### src/rtl/nabu_video_timing.sv
// TMS9918A-geometry raster timing (342 dots x 262/313 lines) with a built-in
// test-pattern source; the position counters double as the future VDP timebase.
module nabu_video_timing #(
    parameter int          CE_DIV    = 4,
    parameter logic [15:0] LFSR_SEED = 16'hACE1
) (
    input  logic       clk_sys,
    input  logic       reset_n,
    input  logic       pal,
    input  logic [1:0] mode,
    output logic       ce_pix,
    output logic       hsync,
    output logic       vsync,
    output logic       hblank,
    output logic       vblank,
    output logic [8:0] hcount,
    output logic [8:0] vcount,
    output logic [7:0] video
);

    localparam int               DIV_W    = (CE_DIV > 1) ? $clog2(CE_DIV) : 1;
    localparam logic [DIV_W-1:0] DIV_LAST = DIV_W'(CE_DIV - 1);

    logic [DIV_W-1:0] div;
    logic             pal_q;
    logic [15:0]      lfsr;

    logic             h_last;
    logic             v_last;
    logic [8:0]       h_nxt;
    logic [8:0]       v_nxt;
    logic             active_nxt;

    function automatic logic [15:0] lfsr_step(input logic [15:0] s);
        return {1'b0, s[15:1]} ^ (s[0] ? 16'hB400 : 16'h0000);
    endfunction

    function automatic logic [7:0] pattern(input logic [1:0] m, input logic [8:0] h,
                                           input logic [15:0] s);
        logic [7:0] p;
        case (m)
            2'd0:    p = s[15:8];
            2'd1:    p = h[7:0];
            2'd2:    p = h[5] ? 8'hFF : 8'h00;
            default: p = 8'h80;
        endcase
        return p;
    endfunction

    // Next raster position; every registered strobe is decoded from it so
    // the outputs and the counters always describe the same dot.
    always_comb begin
        h_last     = (hcount == 9'd341);
        v_last     = (vcount == (pal_q ? 9'd312 : 9'd261));
        h_nxt      = h_last ? 9'd0 : hcount + 9'd1;
        v_nxt      = vcount;
        if (h_last) begin
            v_nxt = v_last ? 9'd0 : vcount + 9'd1;
        end
        active_nxt = (h_nxt < 9'd256) && (v_nxt < 9'd192);
    end

    always_ff @(posedge clk_sys or negedge reset_n) begin
        if (!reset_n) begin
            div    <= '0;
            ce_pix <= 1'b0;
            hcount <= 9'd0;
            vcount <= 9'd0;
            pal_q  <= 1'b0;
            lfsr   <= LFSR_SEED;
            hsync  <= 1'b0;
            vsync  <= 1'b0;
            hblank <= 1'b0;
            vblank <= 1'b0;
            video  <= 8'h00;
        end else begin
            div    <= (div == DIV_LAST) ? '0 : div + DIV_W'(1);
            ce_pix <= (div == DIV_LAST);
            if (ce_pix) begin
                hcount <= h_nxt;
                vcount <= v_nxt;
                // The NTSC/PAL choice is frozen for a whole frame.
                if (h_last && v_last) begin
                    pal_q <= pal;
                end
                hblank <= (h_nxt >= 9'd256);
                hsync  <= (h_nxt >= 9'd280) && (h_nxt <= 9'd305);
                vblank <= (v_nxt >= 9'd192);
                vsync  <= pal_q ? ((v_nxt >= 9'd244) && (v_nxt <= 9'd246))
                                : ((v_nxt >= 9'd216) && (v_nxt <= 9'd218));
                if (active_nxt) begin
                    video <= pattern(mode, h_nxt, lfsr);
                    lfsr  <= lfsr_step(lfsr);
                end else begin
                    video <= 8'h00;
                end
            end
        end
    end

endmodule

### config.mk
export PLATFORM = sky130hd
export DESIGN_NAME = nabu_video_timing
export DESIGN_NICKNAME = d
export VERILOG_FILES = /design/src/rtl/nabu_video_timing.sv
export SDC_FILE = /design/constraint.sdc
export NUM_CORES = 1
export LEC_CHECK = 0
export ABC_AREA = 1
export CORE_ASPECT_RATIO = 2
export CORE_UTILIZATION = 35
export DETAILED_ROUTE_END_ITERATION = 8
export PLACE_DENSITY = 0.57
export SYNTH_ARGS = -nofsm -noshare
export SYNTH_HDL_FRONTEND = slang
export SYNTH_SLANG_ARGS = --single-unit
### constraint.sdc
create_clock -name clk_sys -period 2.3 [get_ports clk_sys]
set_input_delay 0.345 -clock clk_sys [delete_from_list [all_inputs] [get_ports clk_sys]]
set_output_delay 0.345 -clock clk_sys [all_outputs]
set_load 0.01 [all_outputs]
# Word level (Yosys, flattened, before mapping)
# Index checks and enable logic that the tools add are counted.
totals:
  regBits: 50
  input_bits: 5
  output_inout_bits: 31
  elab_cells: 48
classes:
  addsub: 3
  order_cmp: 10
  eq_ne: 5
  n_mux: 10
  bitwise: 1
  reduce_logical: 8
ops:
  columns: ["operator", "n"]
  rows:
  - ["$ge A9 B8 Y1 const B", 3]
  - ["$mux W9", 3]
  - ["$pmux W8 S3", 1]
  - ["$add A9 B1 Y9 const B", 2]
  - ["$ge A9 B9 Y1 const B", 2]
  - ["$le A9 B8 Y1 const B", 2]
  - ["$mux W16", 1]
  - ["$mux W8", 2]
  - ["$xor A15 B16 Y16", 1]
  - ["$eq A9 B9 Y1", 1]
  - ["$eq A9 B9 Y1 const B", 1]
  - ["$le A9 B9 Y1 const B", 1]
  - ["$lt A9 B8 Y1 const B", 1]
  - ["$lt A9 B9 Y1 const B", 1]
  - ["$mux W6", 1]
  - ["$logic_and A1 B1 Y1", 5]
  - ["$eq A2 B2 Y1 const B", 2]
  - ["$reduce_and A2 Y1", 2]
  - ["$add A2 B1 Y2 const B", 1]
  - ["$eq A2 B1 Y1 const B", 1]
  - ["$logic_not A2 Y1", 1]
  - ["$mux W2", 1]
  - ["$mux W1", 1]

# Depth between registers and ports, before layout
# Gate-level depths: netlist of run 1.
logic_depth:
  word_depth: 7
  ltp_mapped: 16
  depth_no_buf: 15

# Worst setup path before layout of run 1
# OpenSTA, ideal clock, no wires.
synth_timing:
  path_type: "register to register"
  startpoint: "reg vcount[0]"
  endpoint: "reg lfsr[8]"
  setup_ps: 117
  arrival_ps: 1709
  required_time_ps: 2183
  path_slack_ps: 474
  stages_incl_launch_ff: 12
  path_buffers: 1
  period_less_slack_ps: 1826
  path_cell_list: "dfrtp_1 -> ha_1 -> nand3_1 -> nor2_2 -> nand2_1 -> nand2_1 -> nand2_1 -> nor2_2 -> nor2_8 -> buf_8 -> nand3_1 -> nand2_1"
synth_between:
  elab_chain_cells: 6
  elab_cells_between_ends: 7
  cone_classes: "add/sub: 1; order compare: 1; eq/ne: 1; mux: 2; reduce/logical: 2"
synth_lines:
  columns: ["item", "line_no", "rtl"]
  rows:
  - ["start, declared", "17", "output logic [8:0] vcount,"]
  - ["start signal, assigned", "81", "vcount <= v_nxt;"]
  - ["$add A9 B1 Y9 / $eq A9 B9 Y1 (equally long branches)", "58, 54", null]
  - ["$mux W9", "58", "v_nxt = v_last ? 9'd0 : vcount + 9'd1;"]
  - ["$mux W9 (*)", "57", "if (h_last) begin"]
  - ["$lt A9 B8 Y1 (*)", "60", "active_nxt = (h_nxt < 9'd256) && (v_nxt < 9'd192);"]
  - ["$logic_and A1 B1 Y1 (*)", "60", null]
  - ["$reduce_and A2 Y1 (no source line) (*)", null, null]
  - ["end signal, assigned", "93", "lfsr <= lfsr_step(lfsr);"]
  - ["end, declared", "26", "logic [15:0] lfsr;"]
# Every way passes the cells marked *; elsewhere a longest branch is shown, timed or not.
# A chain may end at the register's enable or synchronous reset.

# Worst setup path in the final report of run 1
layout_timing:
  startpoint: "reg hcount[1]"
  endpoint: "reg lfsr[5]"
layout_between:
  elab_chain_cells: 5
  elab_cells_between_ends: 8
  cone_classes: "add/sub: 1; order compare: 2; eq/ne: 1; mux: 2; reduce/logical: 2"
layout_lines:
  columns: ["item", "line_no", "rtl"]
  rows:
  - ["start, declared", "16", "output logic [8:0] hcount,"]
  - ["start signal, assigned", "80", "hcount <= h_nxt;"]
  - ["$add A9 B1 Y9 / $eq A9 B9 Y1 (equally long branches)", "55, 53", null]
  - ["$mux W9 (on tied branches)", "55, 57", null]
  - ["$lt A9 B9 Y1 / $lt A9 B8 Y1 (equally long branches)", "60", null]
  - ["$logic_and A1 B1 Y1 (*)", "60", null]
  - ["$reduce_and A2 Y1 (no source line) (*)", null, null]
# Marks and branches as above.

==> out/qor.yml, run 1 <==
synthesis:
  netlist_area_mm2: 0.00281
  yosys_warnings: 0
  synthSimpleGateAreaFrac_pct: 39.6
  synthAdderAreaFrac_pct: 1.78
  synth_top_family_by_area: "simple AND/OR/NAND/NOR gates"
  synth-compound-area-share_pct: 5.08
  synth.area.mux_share_pct: 0
  syn_nets: 392
  syn_area_per_cell_um2: 7.33
  synthCells: 383
  synthFlopType: "dfrtp_1"
  seq_area_frac_synth_pct: 44.0
  synth_xor_xnor_area_share_pct: 1.56
  async_flop_share_pct: 100
  yosysUniqueCellTypes: 31
  synth_edf_count: 0
  ys_ff_latch: 49
global_route:
  grt_usage_pct: 18.8
  grt_max_degree: 28
  grt_pass1_vias: 2447
  grt_remaining_overflow: 0
  antenna_found_initial: 0
  grt_pass1_wl_mm: 11.8
clocking:
  cts_buffer_depth: 2
  clkTransAtPathRegs_ns: 0.07
  hold_buffers: 0
  cts_root_buf: "clkbuf_16"
  clock_latency_ns: 0.30
  cts_setup_buffers: 0
  cts_sinks: 49
  htree_levels: 2
  cts_made_buffers: 5
  tritoncts: "done"
timing:
  rsz0062_at_grt: "false"
  worst_pin_slew_ns: 0.609
  post-route-period-util_pct: 92.8
  setup_violations: 0
  clock-skew-final_ns: 0.00999
  finalWorstSetupSlack_ns: 0.167
  fin_crit_ns: 2.13
  slew_viol_final: 0
  hold_viol_final: 0
  slew_headroom_pct: 59.4
  max_freq_ghz: 0.469
  fin_tns_setup_ns: 0
critical_path:
  critPathCaptureType: "register"
  startpoint_type: "register"
  required_ns: 2.54
  reg2reg_setup_slack_ns: 0.17
  crit_arrival_ns: 2.37
  worst-path-max-fanout: 12
  critical_path_class: "reg2reg"
  crit-reg2reg-launch: "hcount[1]$_DFFE_PN0P_"
  reg2reg_depth: 13
  r2r-end: "lfsr[5]$_DFFE_PN1P_"
drt:
  wire_per_inst_um: 14.3
  via_count: 2552
  post-route-drc-count: 0
  ant_nets: 0
  wl_mm: 7.36
  via_per_inst: 4.96
  drt_iter0_drc: 128
  firstDrtPassIters: 4
floorplanning:
  coreArea_mm2: 0.00766
  die_w_um: 65.3
  die_area_mm2: 0.00841
  initial_utilization_pct: 36.7
  rows: 45
  ios: 36
  die_y_um: 129
placed_design:
  place_ws_ns: 0.0894
  port-buffer-count: 35
  gp_congestion: 0.866
  dpl_cell_area_mm2: 0.00324
  hpwl_mm: 5.58
final_layout:
  design_area_mm2: 0.00340
  drive_above_1_share_pct: 9.76
  syn_to_final_growth_pct: 21.2
  antenna_cells: 0
  fill_cells: 823
  fin_nets: 428
hold_path:
  hold_path.class: "in2async"
run_status:
  status: "completed"
power_and_ir_drop:
  p_per_area_mw_per_mm2: 495
  p_leak_nw: 1.62
  ir_drop_mv: 0.288
run:
  drv_cap: 0
## layout make-up
type                    count  area (µm²)  area share, %
inverters                  34         128           3.75
clock buffers               6         139           4.08
repair buffers             43         405           11.9
well taps                  94         118           3.45
clock inverters             2        13.8          0.404
flip-flops and latches     49        1240           36.3
multi-input cells         286        1370           40.1
## sequential cells by signal, indices dropped and copies added, names as in the netlist
signal and cells:
vsync 1, div 2, pal_q 1, vcount 9, vblank 1, hcount 8, lfsr 16, video 8
hsync 1, ce_pix 1, hblank 1
## metrics by stage
step | utilization (%) | cells | hold slack, ns | total power [mW]
floorplan | - | 383 | 0.0494 | 0.898
global placement | 42.3 | 505 | 0.397 | 0.937
detailed placement | 42.3 | 505 | 0.388 | 0.937
CTS | 44.2 | 513 | 0.0675 | 1.72
global route | 44.5 | 514 | 0.0853 | 1.75
finish | 44.5 | 514 | 0.0547 | 1.68
## routing by layer
metal | vias up | track usage (%) | share of wire, %
li1 | 1280 | - | -
met1 | 1208 | 19.4 | 37
met2 | 52 | 35.8 | 58
met3 | 12 | 3.10 | 2.8
met4 | 0 | 8.31 | 2.0
met5 | - | 0 | 0
## report_power, final
group	switching [mW]	internal (mW)
registers	0.00275	0.866
clock network	0.332	0.433
logic	0.0326	0.0175
## placed cells by master, fill, tap and decap left out, types with 4 or more instances in the layout
master             n
clkdlybuf4s50_1   34
nand2_1          145
clkbuf_16          5
dfrtp_1           41
ha_1               4
xor2_1             5
o21ai_0           19
buf_4              8
a21oi_1            4
nor2_1            35
nand3_1           53
dfstp_2            8
inv_1             31
## worst max-delay path: stages (launching register included)
cell     delay (ns)
dfrtp_1        0.41
inv_1          0.08
ha_1           0.14
nand2_1        0.06
inv_1          0.07
nand2_2        0.06
nor2_4         0.18
buf_4          0.21
nand4_4        0.10
nand3_4        0.13
nand2_4        0.10
nor2_4         0.32
nand3_1        0.12
nand2_1        0.08
## how the worst max path moves through the flow
stage	startpoint	endpoint	slack [ns]	depth (start not counted)
5_1_grt	hcount[1]$_DFFE_PN0P_	lfsr[1]$_DFFE_PN0P_	0.006	14
2_1_floorplan	vcount[0]$_DFFE_PN0P_	lfsr[8]$_DFFE_PN0P_	0.47	11
4_1_cts	vcount[0]$_DFFE_PN0P_	video[5]$_DFFE_PN0P_	0.08	11
3_3_place_gp	hcount[1]$_DFFE_PN0P_	video[5]$_DFFE_PN0P_	0.14	13
6_report	hcount[1]$_DFFE_PN0P_	lfsr[5]$_DFFE_PN1P_	0.17	13
3_5_place_dp	vcount[0]$_DFFE_PN0P_	video[5]$_DFFE_PN0P_	0.09	11
## cells by family (layout without fill, tap and decap cells)
group	Yosys count	after routing
adder cells (fa/ha/maj)	4	4
buffers and inverters	49	85
XOR/XNOR	5	5
AO/OA/AOI/OAI	27	27
flip-flops	49	49
AND/OR/NAND/NOR	249	250
## synthesized netlist by cell type (2+ instances only)
master / n / area share (%)
buf_1: 2 / 0.27
ha_1: 4 / 1.8
nand3_2: 2 / 0.71
buf_4: 2 / 0.53
clkbuf_1: 3 / 0.40
o22ai_1: 2 / 0.45
a21oi_1: 4 / 0.71
o21ai_0: 19 / 3.4
inv_2: 3 / 0.40
nand4_4: 2 / 1.5
nor2_2: 3 / 0.67
nor2_1: 35 / 4.7
nand3_1: 53 / 9.4
nor3_1: 2 / 0.36
buf_2: 5 / 0.89
inv_1: 31 / 4.1
dfrtp_1: 41 / 37
buf_6: 2 / 0.80
nand2_1: 145 / 19
dfstp_2: 8 / 7.5
xor2_1: 5 / 1.6
## what timing repair did
action                     4_1_cts  5_1_grt
hold endpoints to repair         0        0
setup endpoints to repair        0        8
resized for setup                0        1
(Power assumes the default switching activity.)
==> run 2, diff against run 1 <==
--- a/config.mk
+++ b/config.mk
@@ -6,7 +6,6 @@
 export NUM_CORES = 1
 export LEC_CHECK = 0
 export ABC_AREA = 1
-export CORE_ASPECT_RATIO = 2
 export CORE_UTILIZATION = 35
 export DETAILED_ROUTE_END_ITERATION = 8
 export PLACE_DENSITY = 0.57
==> run 2 against run 1 <==
  * First-iteration DRC count fell by 17%
  * Critical path type unchanged
  * Non-clock buffer count did not move
  * Combinational power fell by 4.8%
==> out/qor.yml, run 2 (synthesized netlist as in run 1, its figures left out) <==
run_status:
  status: "completed"
clocking:
  tritoncts: "done"
  cts_sinks: 49
  clkTransAtPathRegs_ns: 0.10
  cts_root_buf: "clkbuf_8"
  htree_levels: 2
  clock_latency_ns: 0.30
  cts_buffer_depth: 2
  cts_made_buffers: 5
timing:
  rsz0062_at_grt: "false"
  max_freq_ghz: 0.480
  worst_pin_slew_ns: 0.635
  finalWorstSetupSlack_ns: 0.215
  slew_headroom_pct: 57.6
  setup_violations: 0
  slew_viol_final: 0
  post-route-period-util_pct: 90.6
  clock-skew-final_ns: 0.00611
  fin_tns_setup_ns: 0
  fin_crit_ns: 2.08
  hold_viol_final: 0
drt:
  wl_mm: 6.83
  post-route-drc-count: 0
  via_per_inst: 4.84
  via_count: 2529
  drt_iter0_drc: 106
  wire_per_inst_um: 13.1
  firstDrtPassIters: 4
  ant_nets: 0
floorplanning:
  coreArea_mm2: 0.00773
  die_y_um: 91.6
  initial_utilization_pct: 36.4
  die_area_mm2: 0.00839
  die_w_um: 91.6
  rows: 32
  ios: 36
placed_design:
  hpwl_mm: 4.74
  place_ws_ns: 0.197
  port-buffer-count: 35
  dp_cells: 513
  gp_congestion: 0.849
  dpl_cell_area_mm2: 0.00325
critical_path:
  critPathCaptureType: "register"
  startpoint_type: "register"
  r2r-end: "lfsr[0]$_DFFE_PN1P_"
  worst-path-max-fanout: 12
  required_ns: 2.55
  reg2reg_depth: 12
  critical_path_class: "reg2reg"
  reg2reg_setup_slack_ns: 0.22
  crit-reg2reg-launch: "hcount[1]$_DFFE_PN0P_"
  crit_arrival_ns: 2.34
final_layout:
  fill_cells: 793
  largest_register_ffs: 16
  final_util_pct: 43.7
  layout_common_cells: "nand2_1 (145), nand3_1 (53), dfrtp_1 (41)"
  regMostFlops: "lfsr"
  layout.cells.non_filler: 522
  fin_nets: 428
  design_area_mm2: 0.00338
  top_regs: "lfsr x16, vcount x9"
  syn_to_final_growth_pct: 20.2
  antenna_cells: 0
  final_common_cell: "nand2_1"
  drive_above_1_share_pct: 9.76
global_route:
  grt_usage_pct: 17.2
  antenna_found_initial: 0
  grt_pass1_wl_mm: 11.5
  grt_remaining_overflow: 0
  grt_pass1_vias: 2452
  grt_max_degree: 50
power_and_ir_drop:
  ir_drop_mv: 0.229
  p_per_area_mw_per_mm2: 467
  p_leak_nw: 1.61
hold_path:
  hold_path.class: "in2async"
run:
  drv_cap: 0
-- run 2: cell types whose count changed in the layout (fill, tap and decap cells not counted) --
cell | previous run | this run
clkbuf_8 | 1 | 6
clkinvlp_4 | 0 | 1
clkbuf_16 | 5 | 0
nor2_2 | 2 | 3
bufinv_16 | 0 | 1
clkinv_4 | 1 | 0
clkinv_2 | 1 | 0
nor2_4 | 3 | 2
-- run 2: layer usage --
layer	GRT usage (%)	vias up	part of all wire [%]	wire length, µm
li1	-	1285	-	-
met1	22.4	1187	46	3160
met2	29.3	50	49	3340
met3	2.93	7	3.8	257
met4	4.76	0	1.1	72
met5	0	-	0	0
-- run 2: how the worst max path moves through the flow --
stage,startpoint,slack (ns),to
finish,hcount[1]$_DFFE_PN0P_,0.22,lfsr[0]$_DFFE_PN1P_
global route,hcount[1]$_DFFE_PN0P_,0.02,lfsr[1]$_DFFE_PN0P_
CTS,hcount[1]$_DFFE_PN0P_,0.15,video[3]$_DFFE_PN0P_
detailed placement,hcount[1]$_DFFE_PN0P_,0.20,video[3]$_DFFE_PN0P_
global placement,hcount[1]$_DFFE_PN0P_,0.28,video[2]$_DFFE_PN0P_
floorplan,vcount[0]$_DFFE_PN0P_,0.47,lfsr[8]$_DFFE_PN0P_
-- run 2: critical path, stage by stage, from the launching register on --
cell	delay (ns)
dfrtp_1	0.42
inv_1	0.09
ha_1	0.15
nand2_1	0.06
inv_1	0.07
nand2_2	0.06
nor2_4	0.23
nand3_1	0.21
nand3_4	0.17
nand2_4	0.10
nor2_4	0.28
nand3_1	0.12
nand2_1	0.08
-- run 2: what timing repair did --
| item | in CTS | in global routing |
|---|---|---|
| setup endpoints to repair | 0 | 2 |
| hold buffers | 0 | 0 |
| resized for setup | 0 | 0 |
| hold endpoints to repair | 0 | 0 |
| buffers inserted | 0 | 0 |
-- run 2: cell type report --
class                      instances  area (µm²)  share of cell area (%)
clock buffer                       6        82.6                    2.45
clock inverter                     2        37.5                    1.11
inverter                          34         128                    3.78
multi-input combinational        286        1360                    40.3
sequential                        49        1240                    36.6
tap                              102         128                    3.78
timing repair buffer              43         405                    12.0
-- run 2: stage by stage --
stage | hold WS, ns | power (mW)
after floorplan | 0.0494 | 0.898
after global placement | 0.416 | 0.934
after detailed placement | 0.420 | 0.934
after CTS | 0.171 | 1.60
after global routing | 0.174 | 1.64
final | 0.122 | 1.58
-- run 2: power by group --
| group | switching [mW] | internal (mW) |
|---|---|---|
| clock network | 0.309 | 0.354 |
| logic | 0.0313 | 0.0164 |
| registers | 0.00234 | 0.865 |
